`config.mk`:
```
export PLATFORM = sky130hd
export DESIGN_NAME = fetch_ctrl
export DESIGN_NICKNAME = d
export VERILOG_FILES = /design/src/rtl/fetch_ctrl.sv
export SDC_FILE = /design/constraint.sdc
export NUM_CORES = 1
export LEC_CHECK = 0
export CORE_UTILIZATION = 49
export DETAILED_ROUTE_END_ITERATION = 7
export PLACE_DENSITY = 0.85
export SLEW_MARGIN = 20
export SYNTH_ARGS = -nofsm -noshare
export SYNTH_HDL_FRONTEND = slang
export SYNTH_SLANG_ARGS = --single-unit
```
`constraint.sdc`:
```
create_clock -name clk -period 6.1 [get_ports clk]
set_input_delay 0.915 -clock clk [delete_from_list [all_inputs] [get_ports clk]]
set_output_delay 0.915 -clock clk [all_outputs]
set_load 0.005 [all_outputs]
```
`src/rtl/fetch_ctrl.sv`:
```
// rtl/fetch_ctrl.sv - instruction-fetch sequencer between the pc unit and instruction memory
//
// Issues one fetch at a time at the current PC, holds the PC (stay) until the
// fetch is accepted or a redirect occurs, and presents fetched words to decode
// through a one-entry valid/ready output register. Responses that belong to a
// redirected path are discarded; a watchdog flags fetches that never return.
//
// Ports:
//   clk, rstn          clock, asynchronous active-low reset
//   pc                 current PC from the pc unit
//   redirect           taken branch/jump resolved this cycle
//   halt               stop issuing new fetches
//   imem_req/addr      fetch request toward instruction memory (addr == pc)
//   imem_gnt           request accepted
//   imem_rvalid/rdata  fetch response
//   stay               1 holds the PC in the pc unit
//   if_valid/instr/pc  output register toward decode
//   if_ready           decode accepts the output register
//   fetch_timeout      sticky watchdog error

module fetch_ctrl #(
    parameter int unsigned TIMEOUT_CYCLES = 64
) (
    input  logic        clk,
    input  logic        rstn,
    input  logic [31:0] pc,
    input  logic        redirect,
    input  logic        halt,
    output logic        imem_req,
    output logic [31:0] imem_addr,
    input  logic        imem_gnt,
    input  logic        imem_rvalid,
    input  logic [31:0] imem_rdata,
    output logic        stay,
    output logic        if_valid,
    output logic [31:0] if_instr,
    output logic [31:0] if_pc,
    input  logic        if_ready,
    output logic        fetch_timeout
);

    localparam logic [15:0] TMO = 16'(TIMEOUT_CYCLES);

    typedef enum logic [2:0] {
        S_IDLE,
        S_REQ,
        S_WAIT,
        S_DROP,
        S_ERR
    } state_t;

    state_t      state_q, state_d;
    logic [15:0] cnt_q, cnt_d;
    logic [31:0] pending_pc_q;
    logic        slot_free;
    logic        accept;
    logic        load;
    logic        timeout_set;

    assign imem_addr = pc;
    assign slot_free = !if_valid || if_ready;
    assign accept    = (state_q == S_REQ) && imem_req && imem_gnt;
    assign stay      = !(accept || redirect);

    always_comb begin
        state_d     = state_q;
        cnt_d       = cnt_q;
        imem_req    = 1'b0;
        load        = 1'b0;
        timeout_set = 1'b0;
        case (state_q)
            S_IDLE: begin
                // A redirect holds the current state so the new PC settles first.
                if (!redirect && !halt) begin
                    state_d = S_REQ;
                end
            end
            S_REQ: begin
                imem_req = slot_free && !halt && !redirect;
                if (imem_req && imem_gnt) begin
                    state_d = S_WAIT;
                    cnt_d   = 16'd0;
                end else if (!redirect && halt) begin
                    state_d = S_IDLE;
                end
            end
            S_WAIT: begin
                if (imem_rvalid) begin
                    // A response colliding with a redirect is stale; the pc unit
                    // already holds the target, so fetch again regardless of halt.
                    load    = !redirect;
                    state_d = (redirect || !halt) ? S_REQ : S_IDLE;
                end else if (redirect) begin
                    state_d = S_DROP;
                    cnt_d   = 16'd0;
                end else begin
                    cnt_d = cnt_q + 16'd1;
                    if (cnt_d == TMO) begin
                        state_d     = S_ERR;
                        timeout_set = 1'b1;
                    end
                end
            end
            S_DROP: begin
                if (imem_rvalid) begin
                    state_d = halt ? S_IDLE : S_REQ;
                end else begin
                    cnt_d = cnt_q + 16'd1;
                    if (cnt_d == TMO) begin
                        state_d     = S_ERR;
                        timeout_set = 1'b1;
                    end
                end
            end
            S_ERR: begin
                state_d = S_ERR;
            end
            default: begin
                state_d = S_IDLE;
            end
        endcase
    end

    always_ff @(posedge clk or negedge rstn) begin
        if (!rstn) begin
            state_q <= S_IDLE;
            cnt_q   <= 16'd0;
        end else begin
            state_q <= state_d;
            cnt_q   <= cnt_d;
        end
    end

    always_ff @(posedge clk or negedge rstn) begin
        if (!rstn) begin
            pending_pc_q  <= 32'd0;
            if_valid      <= 1'b0;
            if_instr      <= 32'd0;
            if_pc         <= 32'd0;
            fetch_timeout <= 1'b0;
        end else begin
            if (accept) begin
                pending_pc_q <= pc;
            end
            // A load wins over a simultaneous dequeue so no word is lost.
            if (load) begin
                if_valid <= 1'b1;
                if_instr <= imem_rdata;
                if_pc    <= pending_pc_q;
            end else if (redirect && (state_q != S_ERR)) begin
                if_valid <= 1'b0;
            end else if (if_ready) begin
                if_valid <= 1'b0;
            end
            if (timeout_set) begin
                fetch_timeout <= 1'b1;
            end
        end
    end

endmodule
```
==> qor.txt <==
==================================================================================================
Syn Inst Count                                                                                 454
Area of the mapped netlist                                                             0.00512 mm2
Area Overhead vs Synth                                                                       42.9%
Top cells by area, synth                                                              sky130_fd_sc_hd__dfrtp_1 (57%), sky130_fd_sc_hd__mux2_2 (14%), sky130_fd_sc_hd__nand2_1 (8.1%), sky130_fd_sc_hd__buf_4 (5.3%), sky130_fd_sc_hd__o21ai_0 (2.5%)
Number of antenna violations at the first check in global routing                                1
Post-CTS setup buffer count                                                                      0
Max frequency                                                                              277 MHz
Clock skew after layout                                                                    9.07 ps
Share of flip-flops with an asynchronous set or reset after synthesis                         1.00
Register bit total from synthesis                                                              117
Met3 usage in global routing                                                                0.0733
Sequential cell area fraction in the yosys report                                            0.572
# IOs                                                                                          171
Sequential cell area in the final layout                                               0.00293 mm2
Initial core utilization                                                                     0.514
Critical path cell sequence                                                           clkdlybuf4s50_1, nor2_1, nand4_1, nor3_4, nor2_1, clkdlybuf4s50_1
Die boundary width                                                                          104 um
Post_cts resized                                                                                 0
Slew @ Worst Pin                                                                           1060 ps
Hold violation count in the final report                                                         0
Fill count                                                                                     609
Height of the die                                                                           104 um
Req. time, crit path                                                                       5180 ps
CTS hold repair buffers                                                                          0
Clock tree from TritonCTS                                                                      yes
Portion of synthesized cell area occupied by the leading cell type                           0.572
Remaining global-route overflow                                                                  0
Highest-count cells in the layout ignoring fill and taps                              sky130_fd_sc_hd__clkdlybuf4s50_1 (169), sky130_fd_sc_hd__dfrtp_1 (117), sky130_fd_sc_hd__nand2_1 (111)
Number of vias after detailed routing                                                        3,978
Worst hold slack                                                                            386 ps
Remaining antenna violation count after routing                                                  0
Most frequent standard cell in the layout excluding fill and tap cells                sky130_fd_sc_hd__clkdlybuf4s50_1
Drt total wl                                                                             13,200 um
Share of the clock period used by the worst path after layout                                0.592
Pins over their slew limit                                                                       0
Placed wire-length estimate                                                                8610 um
Hold/Removal Path Class                                                               input port to async pin
Summed negative setup slack over all endpoints                                                0 ps
Clock transition time at the flip-flop clock pins of the worst setup and hold paths          60 ps
Number of rows in the core area                                                                 36
Result of the run                                                                     finished clean
Area occupied by multi-input gates                                                     0.00186 mm2
Largest net degree at the start of global routing                                               74
Worst VDD drop                                                                          0.000199 V
Power density normalized to cell area                                                   260 mW/mm2
Clock Path Buffers                                                                               2
Final-report setup violation count                                                               0
Max_slew headroom                                                                            0.291
Final weighted congestion of routability-driven global placement                             0.822
Floorplan core area                                                                    0.00995 mm2
Via count of the first global-routing pass                                                   4,169
Post-synth EDFFs                                                                                 0
Post-synthesis cell type with the largest combined area                               sky130_fd_sc_hd__dfrtp_1
Largest driver fanout on the critical path                                                       6
CP endpoint kind                                                                      primary output
Leakage                                                                                 0.00342 uW
Slowest CP cell                                                                       sky130_fd_sc_hd__clkdlybuf4s50_1
Remaining routing DRC violations                                                                 0
Detailed Routing Iterations Pass 1                                                               4
Die area                                                                                0.0109 mm2
Number of distinct library cells after synthesis                                                43
Crit path kind                                                                        input port to primary output
Busiest layer in global routing                                                               met2
Total routing resource utilization after global routing                                      0.260
Number of clock sinks seen by CTS                                                              117
Htree depth                                                                                      4
Syn_nets                                                                                       526
Port Buffer Count                                                                              170
Share of cells above drive strength 1                                                        0.186
Met2 usage in global routing                                                                 0.442
Main flop type after synthesis                                                        sky130_fd_sc_hd__dfrtp_1
Arrival time reported for the critical path endpoint                                       2690 ps
Final core area utilization                                                                  0.735
Clock Latency Late Sink                                                                     520 ps
Max-cap violations                                                                               0
Total number of yosys warnings                                                                   0
Post-route minimum period                                                                  3610 ps
Global-route wire length before repair                                                   21,600 um
Delay of the slowest critical-path stage                                                    540 ps
DRT iter0 DRCs                                                                                 204
Via density                                                                                   5.36
Post-synthesis average cell area                                                          11.3 um2
Routed wirelength normalized by instance count                                             17.8 um
Nets@finish                                                                                    667
Startpoint type of the worst setup path                                                 input port
Clock tree root driver cell                                                           sky130_fd_sc_hd__clkbuf_8
RSZ-0062 raised after global routing                                                         false
Clock buffers created by TritonCTS                                                              17
Met1 routing resource usage after global routing                                             0.291
==================================================================================================
[power by group]
| part | internal [uW] | switching [uW] | leakage (uW) |
|---|---|---|---|
| Clock | 684 | 349 | 0.000290 |
| Combinational | 58.6 | 32.4 | 0.00150 |
| Sequential | 777 | 0 | 0.00163 |
| Total | 1520 | 381 | 0.00342 |
[final cells by class]
cell class | instances | area share
sequential | 117 | 0.400
multi-input combinational | 284 | 0.255
inverter | 1 | 0.000513
timing repair buffer | 174 | 0.236
tap | 133 | 0.0227
clock buffer | 20 | 0.0609
clock inverter | 12 | 0.0241
antenna | 1 | 0.000342
[kinds of logic (layout without fill, tap and decap cells)]
kind of cell | after synthesis | count (layout) | synth area share
other cells | 0 | 1 | 0
simple gates | 172 | 172 | 0.159
flops | 117 | 117 | 0.572
mux | 65 | 65 | 0.143
fa+ha+maj | 1 | 1 | 0.00244
xor+xnor | 3 | 3 | 0.00513
buf+inv | 53 | 207 | 0.0667
compound gates | 43 | 43 | 0.0523
[synth_stat cells (all sizes together) (2+ instances only)]
cell type and instances:
dfrtp 117, nand2 111, mux2 64, buf 42, o21ai 26, nor2 17, clkbuf 10, nand4 9
nand3 6, nor3 5, a21oi 4, nand2b 4, a31oi 3, and2 3, and3 3, nor4 3
or2 3, or3 3, a211oi 2, nor4b 2, o31ai 2, xor2 2
[state kept, by name (all words and copies together) (netlist names)]
name / count
if_instr: 32
if_pc: 32
pending_pc_q: 32
cnt_q: 16
state_q: 3
fetch_timeout: 1
if_valid: 1
[per-layer routing]
layer / vias to the layer above / wire [um]
met1: 1953 / 4940
met4: 0 / 629
met2: 169 / 6890
met3: 50 / 718
met5: - / 0
li1: 1806 / -
[worst max-delay path, delay by kind of cell]
kind / cells / cell delay (ps)
simple gates: 4 / 770
buf+inv: 2 / 1000
[metrics by stage]
stage / instances / worst slack (ps) / power (uW) / instance area (um2)
after floorplan: 454 / 3330 / 810 / 5120
after global placement: 709 / 2630 / 881 / 6690
after detailed placement: 709 / 2530 / 882 / 6690
after CTS: 741 / 2520 / 1920 / 7310
after global routing: 742 / 2400 / 1960 / 7320
final: 742 / 2490 / 1900 / 7320
[final timing paths]
path / cells after the start / end / slack (ps) / startpoint
min: 1 / if_instr[29]$_DFFE_PN0P_ / 390 / rstn
max reg2reg: 6 / state_q[1]$_DFFE_PN0P_ / 3720 / cnt_q[6]$_DFFE_PN0P_
max: 6 / stay / 2490 / redirect
min reg2reg: 2 / pending_pc_q[15]$_DFFE_PN0P_ / 480 / pending_pc_q[15]$_DFFE_PN0P_
max in group asynchronous: 2 / cnt_q[13]$_DFFE_PN0P_ / 4390 / rstn
min in group clk: 2 / pending_pc_q[15]$_DFFE_PN0P_ / 480 / pending_pc_q[15]$_DFFE_PN0P_
Power figures use the tool's default switching activity.
